## config.mk

```make
export PLATFORM = sky130hd
export DESIGN_NAME = layer_sequencer_flat
export DESIGN_NICKNAME = d
export VERILOG_FILES = /design/src/rtl/nn_pkg.sv /design/src/rtl/layer_sequencer_if.sv /design/src/rtl/layer_seq_buf.sv /design/src/rtl/layer_sequencer.sv /design/src/flat_wrapper.sv
export SDC_FILE = /design/constraint.sdc
export NUM_CORES = 2
export LEC_CHECK = 0
export ABC_AREA = 1
export CORE_AREA = 2 2 226 228
export DETAILED_ROUTE_END_ITERATION = 12
export DIE_AREA = 0 0 228 230
export DONT_BUFFER_PORTS = 1
export MAX_ROUTING_LAYER = met4
export PLACE_DENSITY = 0.67
export SYNTH_ARGS = -nofsm -noshare
export SYNTH_HDL_FRONTEND = slang
export SYNTH_HIERARCHICAL = 1
export SYNTH_SLANG_ARGS = --single-unit
export TNS_END_PERCENT = 1
```

## constraint.sdc

```tcl
create_clock -name clk -period 41.3 [get_ports clk]
set_input_delay 8.26 -clock clk [delete_from_list [all_inputs] [get_ports clk]]
set_output_delay 8.26 -clock clk [all_outputs]
set_load 0.005 [all_outputs]
```

## src/rtl/nn_pkg.sv

```systemverilog
// -----------------------------------------------------------------------------
// nn_pkg
// Shared definitions for the NN datapath layer-to-layer sequencing logic.
//   seq_state_t : sequencer FSM states (IDLE, SHIFT)
//   OVF_CNT_W   : width of the dropped-vector counter
//   idx_width() : index width for an NN-element vector, never less than 1 bit
// -----------------------------------------------------------------------------
package nn_pkg;

    typedef enum logic {
        IDLE  = 1'b0,
        SHIFT = 1'b1
    } seq_state_t;

    localparam int OVF_CNT_W = 8;

    // $clog2(1) is 0, which would give a zero-width index for a one-neuron
    // layer; clamp to a single bit so the index is always a real signal.
    function automatic int idx_width(input int n);
        return (n <= 2) ? 1 : $clog2(n);
    endfunction

endpackage : nn_pkg

```

## src/rtl/layer_sequencer_if.sv

```systemverilog
// -----------------------------------------------------------------------------
// layer_sequencer_if
// Bundles the producing-layer result bus and the serial next-layer bus that
// surround layer_sequencer.
//   i_valid    [NN]            per-neuron valid from the producing layer
//   i_data     [NN*dataWidth]  parallel activations, element k at k*dataWidth
//   x_valid                    serial activation valid to the next layer
//   x_out      [dataWidth]     serial activation
//   busy                       a vector is held or being replayed
//   layer_done                 one-cycle pulse alongside the last element
//   ovf                        one-cycle pulse when a vector is dropped
//   ovf_count  [OVF_CNT_W]     dropped-vector counter
// Modports:
//   slave  : the sequencer (consumes i_*, drives the rest)
//   master : the environment (drives i_*, observes the rest)
// -----------------------------------------------------------------------------
interface layer_sequencer_if
    import nn_pkg::*;
#(
    parameter int NN        = 30,
    parameter int dataWidth = 16
) ();

    logic [NN-1:0]           i_valid;
    logic [NN*dataWidth-1:0] i_data;
    logic                    x_valid;
    logic [dataWidth-1:0]    x_out;
    logic                    busy;
    logic                    layer_done;
    logic                    ovf;
    logic [OVF_CNT_W-1:0]    ovf_count;

    modport slave (
        input  i_valid,
        input  i_data,
        output x_valid,
        output x_out,
        output busy,
        output layer_done,
        output ovf,
        output ovf_count
    );

    modport master (
        output i_valid,
        output i_data,
        input  x_valid,
        input  x_out,
        input  busy,
        input  layer_done,
        input  ovf,
        input  ovf_count
    );

endinterface : layer_sequencer_if

```

## src/rtl/layer_seq_buf.sv

```systemverilog
// -----------------------------------------------------------------------------
// layer_seq_buf
// NN x dataWidth vector buffer: loads the whole parallel vector in one cycle
// and presents one element selected by index.
//   clk       input   clock, rising edge
//   rst       input   asynchronous active-high reset, clears every element
//   load      input   capture i_data into the buffer on this edge
//   i_data    input   parallel vector, element k at [k*dataWidth +: dataWidth]
//   sel       input   element index
//   sel_data  output  element sel of the stored vector (combinational read)
// -----------------------------------------------------------------------------
module layer_seq_buf
    import nn_pkg::*;
#(
    parameter int NN        = 30,
    parameter int dataWidth = 16,
    parameter int SEL_W     = idx_width(NN)
) (
    input  logic                    clk,
    input  logic                    rst,
    input  logic                    load,
    input  logic [NN*dataWidth-1:0] i_data,
    input  logic [SEL_W-1:0]        sel,
    output logic [dataWidth-1:0]    sel_data
);

    logic [dataWidth-1:0] mem [NN];

    // NOTE: clocked state is written with non-blocking assignments so every
    // flop samples pre-edge values regardless of process evaluation order.
    // NOTE: this storage is reset on purpose: the serial output is required
    // to be 0 after reset, and a held vector must not survive a reset.
    always_ff @(posedge clk or posedge rst) begin
        if (rst) begin
            for (int k = 0; k < NN; k++) begin
                mem[k] <= '0;
            end
        end else if (load) begin
            for (int k = 0; k < NN; k++) begin
                mem[k] <= i_data[k*dataWidth +: dataWidth];
            end
        end
    end

    // When NN is not a power of two the index can encode values past the
    // last element; those read as zero instead of an undefined entry.
    assign sel_data = (int'(sel) < NN) ? mem[sel] : '0;

endmodule : layer_seq_buf

```

## src/rtl/layer_sequencer.sv

```systemverilog
// -----------------------------------------------------------------------------
// layer_sequencer
// Controller between two fully-connected layers. Captures one parallel result
// vector when every producing neuron is valid in the same cycle, then replays
// it one activation per cycle onto the next layer's shared x bus.
//   clk   input  clock, rising edge
//   rst   input  asynchronous active-high reset
//   bus   layer_sequencer_if.slave (see interface header for signal list)
//
// Behaviour summary:
//   - capture at edge T -> element k shown in the cycle after edge T+k,
//     layer_done with element NN-1
//   - a capture while the last element is shown is accepted seamlessly
//   - a capture earlier in a replay is dropped and reported on ovf
//   - all x_* / flag outputs come straight from flops
//
// Build option:
//   LAYER_SEQ_OVF_COUNT_EN  defined   : ovf_count is a saturating 8-bit counter
//                           undefined : ovf_count is tied to 0 (ovf still pulses)
// -----------------------------------------------------------------------------
module layer_sequencer
    import nn_pkg::*;
#(
    parameter int NN        = 30,
    parameter int dataWidth = 16
) (
    input  logic               clk,
    input  logic               rst,
    layer_sequencer_if.slave   bus
);

    localparam int               IDX_W    = idx_width(NN);
    localparam logic [IDX_W-1:0] LAST_IDX = IDX_W'(NN - 1);

    seq_state_t           state, state_nxt;
    logic [IDX_W-1:0]     idx, idx_nxt;
    logic                 capture;
    logic                 load;
    logic                 drop;
    logic [dataWidth-1:0] sel_data;
    logic [dataWidth-1:0] x_out_nxt;

    logic                 x_valid_q;
    logic                 layer_done_q;
    logic                 ovf_q;
    logic [dataWidth-1:0] x_out_q;

    // Only a complete vector counts; individual neuron valids are never
    // accumulated across cycles.
    assign capture = &bus.i_valid;

    // The buffer is read at the index that will be current after this edge,
    // so the registered x_out lines up with idx.
    layer_seq_buf #(
        .NN        (NN),
        .dataWidth (dataWidth),
        .SEL_W     (IDX_W)
    ) u_buf (
        .clk      (clk),
        .rst      (rst),
        .load     (load),
        .i_data   (bus.i_data),
        .sel      (idx_nxt),
        .sel_data (sel_data)
    );

    // ------------------------------------------------------------------
    // Next-state / control
    // ------------------------------------------------------------------
    // NOTE: every signal driven here gets a default first, so no path can
    // leave one unassigned and infer a latch.
    always_comb begin
        state_nxt = state;
        idx_nxt   = idx;
        load      = 1'b0;
        drop      = 1'b0;

        case (state)
            IDLE: begin
                if (capture) begin
                    load      = 1'b1;
                    idx_nxt   = '0;
                    state_nxt = SHIFT;
                end
            end

            SHIFT: begin
                if (idx == LAST_IDX) begin
                    if (capture) begin
                        // Back-to-back: next vector follows with no bubble.
                        load    = 1'b1;
                        idx_nxt = '0;
                    end else begin
                        // idx is held so x_out keeps the last element.
                        state_nxt = IDLE;
                    end
                end else begin
                    idx_nxt = idx + 1'b1;
                    drop    = capture;
                end
            end

            default: begin
                state_nxt = IDLE;
            end
        endcase
    end

    // The freshly captured vector is not in the buffer until after this edge,
    // so its first element is taken directly from the input bus.
    always_comb begin
        x_out_nxt = x_out_q;
        if (load) begin
            x_out_nxt = bus.i_data[dataWidth-1:0];
        end else if (state_nxt == SHIFT) begin
            x_out_nxt = sel_data;
        end
    end

    // ------------------------------------------------------------------
    // State and output registers
    // ------------------------------------------------------------------
    always_ff @(posedge clk or posedge rst) begin
        if (rst) begin
            state        <= IDLE;
            idx          <= '0;
            x_valid_q    <= 1'b0;
            x_out_q      <= '0;
            layer_done_q <= 1'b0;
            ovf_q        <= 1'b0;
        end else begin
            state        <= state_nxt;
            idx          <= idx_nxt;
            x_valid_q    <= (state_nxt == SHIFT);
            x_out_q      <= x_out_nxt;
            layer_done_q <= (state_nxt == SHIFT) && (idx_nxt == LAST_IDX);
            ovf_q        <= drop;
        end
    end

    assign bus.x_valid    = x_valid_q;
    assign bus.x_out      = x_out_q;
    assign bus.layer_done = layer_done_q;
    assign bus.ovf        = ovf_q;
    assign bus.busy       = (state == SHIFT);

    // ------------------------------------------------------------------
    // Dropped-vector counter
    // ------------------------------------------------------------------
`ifdef LAYER_SEQ_OVF_COUNT_EN
    logic [OVF_CNT_W-1:0] ovf_cnt_q;

    // Saturates at all-ones rather than wrapping back to zero.
    always_ff @(posedge clk or posedge rst) begin
        if (rst) begin
            ovf_cnt_q <= '0;
        end else if (drop && (ovf_cnt_q != '1)) begin
            ovf_cnt_q <= ovf_cnt_q + 1'b1;
        end
    end

    assign bus.ovf_count = ovf_cnt_q;
`else
    assign bus.ovf_count = '0;
`endif

endmodule : layer_sequencer

```

## src/flat_wrapper.sv

```systemverilog
// flat-port wrapper written by rule: the top's interface ports become plain ports
module layer_sequencer_flat import nn_pkg::*;
#(
    parameter int NN        = 30,
    parameter int dataWidth = 16
)
  (clk, rst, bus_i_valid, bus_i_data, bus_x_valid, bus_x_out, bus_busy, bus_layer_done, bus_ovf, bus_ovf_count);
  layer_sequencer_if #(.NN(NN), .dataWidth(dataWidth)) bus_i ();
  input  logic clk;
  input  logic rst;
  input wire logic [$bits(bus_i.i_valid)-1:0] bus_i_valid;
  input wire logic [$bits(bus_i.i_data)-1:0] bus_i_data;
  output wire logic [$bits(bus_i.x_valid)-1:0] bus_x_valid;
  output wire logic [$bits(bus_i.x_out)-1:0] bus_x_out;
  output wire logic [$bits(bus_i.busy)-1:0] bus_busy;
  output wire logic [$bits(bus_i.layer_done)-1:0] bus_layer_done;
  output wire logic [$bits(bus_i.ovf)-1:0] bus_ovf;
  output wire logic [$bits(bus_i.ovf_count)-1:0] bus_ovf_count;
  assign bus_i.i_valid = bus_i_valid;
  assign bus_i.i_data = bus_i_data;
  assign bus_x_valid = bus_i.x_valid;
  assign bus_x_out = bus_i.x_out;
  assign bus_busy = bus_i.busy;
  assign bus_layer_done = bus_i.layer_done;
  assign bus_ovf = bus_i.ovf;
  assign bus_ovf_count = bus_i.ovf_count;
  layer_sequencer #(.NN(NN), .dataWidth(dataWidth)) u_core (.clk(clk), .rst(rst), .bus(bus_i));
endmodule
```

==> impl_results.md <==
- Distinct cell type count after synthesis: 36
- I/O pin count: 540
- Die boundary height: 230 µm
- Core Region: 0.0499 mm²
- Library cell with the largest summed area after synthesis: sky130_fd_sc_hd__dfrtp_1
- Asr flop ratio synth: 100%
- Number of input and output port buffers inserted: 0
- Achievable clock frequency: 86.9 MHz
- DRC Markers: 0
- Synth top area share: 50.9%
- Clock tree from TritonCTS: built
- H-Tree Level Count: 2
- Share of total power in sequential cells: 48.7%
- Initial core utilization: 49.7%
- Fin worst setup slack: 29790 ps
- Nature of the critical path endpoint: register
- Setup repair after global routing missed its margin: false
- Area growth from synthesis to final layout: 7.33%
- Actual transition at the worst max-transition pin: 1120 ps
- Critical path launch point type: input pin
- Number of gates resized after cts: 0
- Post-DR wirelength/cell: 21.5 µm
- Reported leakage power: 12.8 nW
- Total vias in the final route: 21000
- Final global-route overflow total: 0
- WL met1: 33900 µm
- Count of buffers added by post-CTS timing repair for setup: 0
- Switching Share: 20.7%
- Pin count of the biggest net entering global routing: 327
- Final weighted congestion in routability-driven placement: 0.984
- Final Total Pwr: 1.01 mW
- Detailed-routed wire length on met2: 38600 µm
- Internal power contribution: 0.804 mW
- Part of the power in the clock network: 50.2%
- Post-synthesis cell area: 0.0248 mm²
- Cell area power density: 38.1 mW/mm²
- Final layout net count: 3629
- Row count: 82
- Antenna Violating Nets Remaining: 0
- Initial antenna violation count: 18
- Met3 layer wire length in the routed design: 6340 µm
- CP arrival: 11990 ps
- Die width: 228 µm
- Syn Area/Cell: 7.64 µm²
- Initial DRC count: 2266
- Insertion delay to the later sink of the worst-skew pair: 610 ps
- Hold Path Class: register to register
- VDD IR max: 0.0307 mV
- Share of cells above drive strength 1: 5.42%
- Number of filler instances in the final layout: 4845
- Post-DR vias/cell: 5.44
- Slew HR: 25.6%
- Inserted Clock Buffers: 54
- Wire length of the first global-routing pass: 125000 µm
- Top_reg_cell synth: sky130_fd_sc_hd__dfrtp_1
- CTS root buffer: sky130_fd_sc_hd__clkbuf_16
- Net switching power: 0.210 mW
- Clock edge transition at the registers on the reported setup and hold paths: 60 ps
- Comb pwr share: 1.1%
- Top fanout value on the critical path: 73
- Critical path required time: 41790 ps
- Top routing layer in use: met4
- Critical Setup Path Class: input pin to register
- Max-slew violation total from the final report: 0
- Die footprint: 0.0524 mm²
- Cts-stage hold buffer count: 0
- Placement-stage worst setup slack: 29200 ps
- Maximum capacitance violations: 0
- Placed instance area: 0.0247 mm²
- Outcome: finished, final reports clean
- Final critical path time including I/O delays and setup: 11510 ps
- Warnings, synthesis: 6
- Synthesized netlist cell count: 3242
- Worst clock skew on the final layout: 12.2 ps
- Number of global-route vias before repair: 20600
- Post-route clock period utilization: 27.9%
- Final hold violation count: 0
- Yosys reg bits: 504
- Largest buffer count on any clock path: 3
- Final Routed Wirelength: 82800 µm
- Post-DP HPWL: 58800 µm
- Final Cell Area: 0.0266 mm²
- Final setup TNS: 0 ps
- Ranking of synthesized cells by area: sky130_fd_sc_hd__dfrtp_1 51%, sky130_fd_sc_hd__nand2_1 17%, sky130_fd_sc_hd__o21ai_0 8.0%, sky130_fd_sc_hd__inv_1 7.2%, sky130_fd_sc_hd__nand3_1 6.8%
- TritonRoute pass-1 iters: 6
- Endpoints failing setup: 0
- Sinks on Clock Net: 504
- Share of the yosys chip area belonging to registers: 50.9%
- Post-synth EDFFs: 0
- Total routing resource utilization after global routing: 32.2%
placed cells by master (no fill, tap or decap), drive strengths merged:
cell / Yosys / layout
diode: 0 / 21
nand3: 344 / 344
mux2: 38 / 38
dfrtp: 504 / 504
or2: 1 / 1
bufinv: 0 / 6
nand2: 1133 / 1133
conb: 1 / 8
inv: 479 / 480
o21ai: 463 / 463
o22ai: 1 / 1
clkbuf: 54 / 85
clkinvlp: 0 / 1
a21oi: 17 / 17
xor2: 2 / 2
buf: 156 / 20
nor3: 5 / 5
ha: 2 / 2
nand4: 2 / 2
nor2: 31 / 31
nand3b: 1 / 1
clkinv: 3 / 7
o211ai: 5 / 5
layer usage:
metal / vias to the layer above / global-route usage [%]
met5: - / -
met4: 0 / 14.8
met3: 180 / 6.19
met2: 936 / 50.0
met1: 10100 / 41.0
li1: 9763 / -
worst paths after layout:
check	startpoint	to	cells past startpoint	slack (ps)
setup / recovery	bus_i_valid[16]	u_core/bus.x_out[9]$_DFFE_PP0P_	20	29790
hold / removal	u_core/u_buf/mem[196]$_DFFE_PP0P_	u_core/u_buf/mem[196]$_DFFE_PP0P_	1	490
setup reg to reg	u_core/idx[1]$_DFF_PP0_	u_core/bus.x_out[9]$_DFFE_PP0P_	19	36710
hold reg to reg	u_core/u_buf/mem[196]$_DFFE_PP0P_	u_core/u_buf/mem[196]$_DFFE_PP0P_	1	490
max in group asynchronous	rst	u_core/u_buf/mem[139]$_DFFE_PP0P_	4	30550
min in group asynchronous	rst	u_core/u_buf/mem[468]$_DFFE_PP0P_	1	7640
cell families after synthesis:
kind of cell / Yosys count / synth area share, %
compound gates: 486 / 9.87
mux: 38 / 1.73
xor+xnor: 2 / 0.0707
simple gates: 1517 / 25.2
flops: 504 / 50.9
other cells: 1 / 0.0151
buf+inv: 692 / 12.1
fa+ha+maj: 2 / 0.101
area by class of cell:
class	instances	area (µm²)	area share, %
sequential	504	12600	47.4
multi-input combinational	2053	9220	34.7
clock buffer	85	1650	6.21
tap	672	841	3.16
clock inverter	12	213	0.800
inverter	482	1850	6.95
antenna	21	52.6	0.198
timing repair buffer	20	163	0.612
metrics by stage:
stage / hold WS (ps) / cells / util [%]
after floorplan: 458 / 3249 / -
after global placement: 475 / 3731 / 49.5
after detailed placement: 479 / 3731 / 49.5
after CTS: 493 / 3828 / 53.2
after global routing: 520 / 3846 / 53.3
final: 488 / 3849 / 53.3
flip-flops by register name, indices dropped and copies added, names as in the netlist:
signal,cells
u_core/u_buf/mem,480
u_core/bus.x_out,16
u_core/idx,5
u_core/bus.layer_done,1
u_core/bus.ovf,1
u_core/bus.x_valid,1
power by group through the flow:
| stage | logic (mW) | registers [mW] | clock network (mW) |
|---|---|---|---|
| after floorplan | 0.00830 | 0.503 | 0 |
| after global placement | 0.0113 | 0.503 | 0 |
| after detailed placement | 0.0115 | 0.503 | 0 |
| after CTS | 0.0115 | 0.494 | 0.517 |
| after global routing | 0.0128 | 0.494 | 0.537 |
| final | 0.0108 | 0.494 | 0.510 |
Yosys cell counts (2+ instances only):
master / instances
sky130_fd_sc_hd__a21oi_1: 17
sky130_fd_sc_hd__buf_1: 11
sky130_fd_sc_hd__buf_2: 93
sky130_fd_sc_hd__buf_4: 30
sky130_fd_sc_hd__buf_6: 21
sky130_fd_sc_hd__clkbuf_1: 54
sky130_fd_sc_hd__clkinv_1: 2
sky130_fd_sc_hd__dfrtp_1: 504
sky130_fd_sc_hd__ha_1: 2
sky130_fd_sc_hd__inv_1: 474
sky130_fd_sc_hd__inv_2: 3
sky130_fd_sc_hd__inv_4: 2
sky130_fd_sc_hd__mux2_1: 2
sky130_fd_sc_hd__mux2_2: 36
sky130_fd_sc_hd__nand2_1: 1120
sky130_fd_sc_hd__nand2_2: 11
sky130_fd_sc_hd__nand2_4: 2
sky130_fd_sc_hd__nand3_1: 338
sky130_fd_sc_hd__nand3_2: 5
sky130_fd_sc_hd__nor2_1: 28
sky130_fd_sc_hd__nor2_4: 2
sky130_fd_sc_hd__nor3_1: 5
sky130_fd_sc_hd__o211ai_1: 5
sky130_fd_sc_hd__o21ai_0: 397
sky130_fd_sc_hd__o21ai_1: 66
sky130_fd_sc_hd__xor2_1: 2
worst max-delay path, stage by stage:
cell and delay, ps:
sky130_fd_sc_hd__nand2_1 50, sky130_fd_sc_hd__nor2_1 40, sky130_fd_sc_hd__nand2_1 100, sky130_fd_sc_hd__nor2_4 60
sky130_fd_sc_hd__nand2_2 120, sky130_fd_sc_hd__nand3_1 130, sky130_fd_sc_hd__nand2_4 440, sky130_fd_sc_hd__buf_4 780
sky130_fd_sc_hd__buf_4 750, sky130_fd_sc_hd__nand2_1 110, sky130_fd_sc_hd__nand3_1 110, sky130_fd_sc_hd__nand3_1 130
sky130_fd_sc_hd__nand3_1 230, sky130_fd_sc_hd__nand2_1 110, sky130_fd_sc_hd__inv_1 130, sky130_fd_sc_hd__nand2_1 70
sky130_fd_sc_hd__nand2_1 70, sky130_fd_sc_hd__nand2_1 50, sky130_fd_sc_hd__o21ai_1 80, sky130_fd_sc_hd__nand2_1 70
Note: power is estimated with default switching activity, not from simulation.
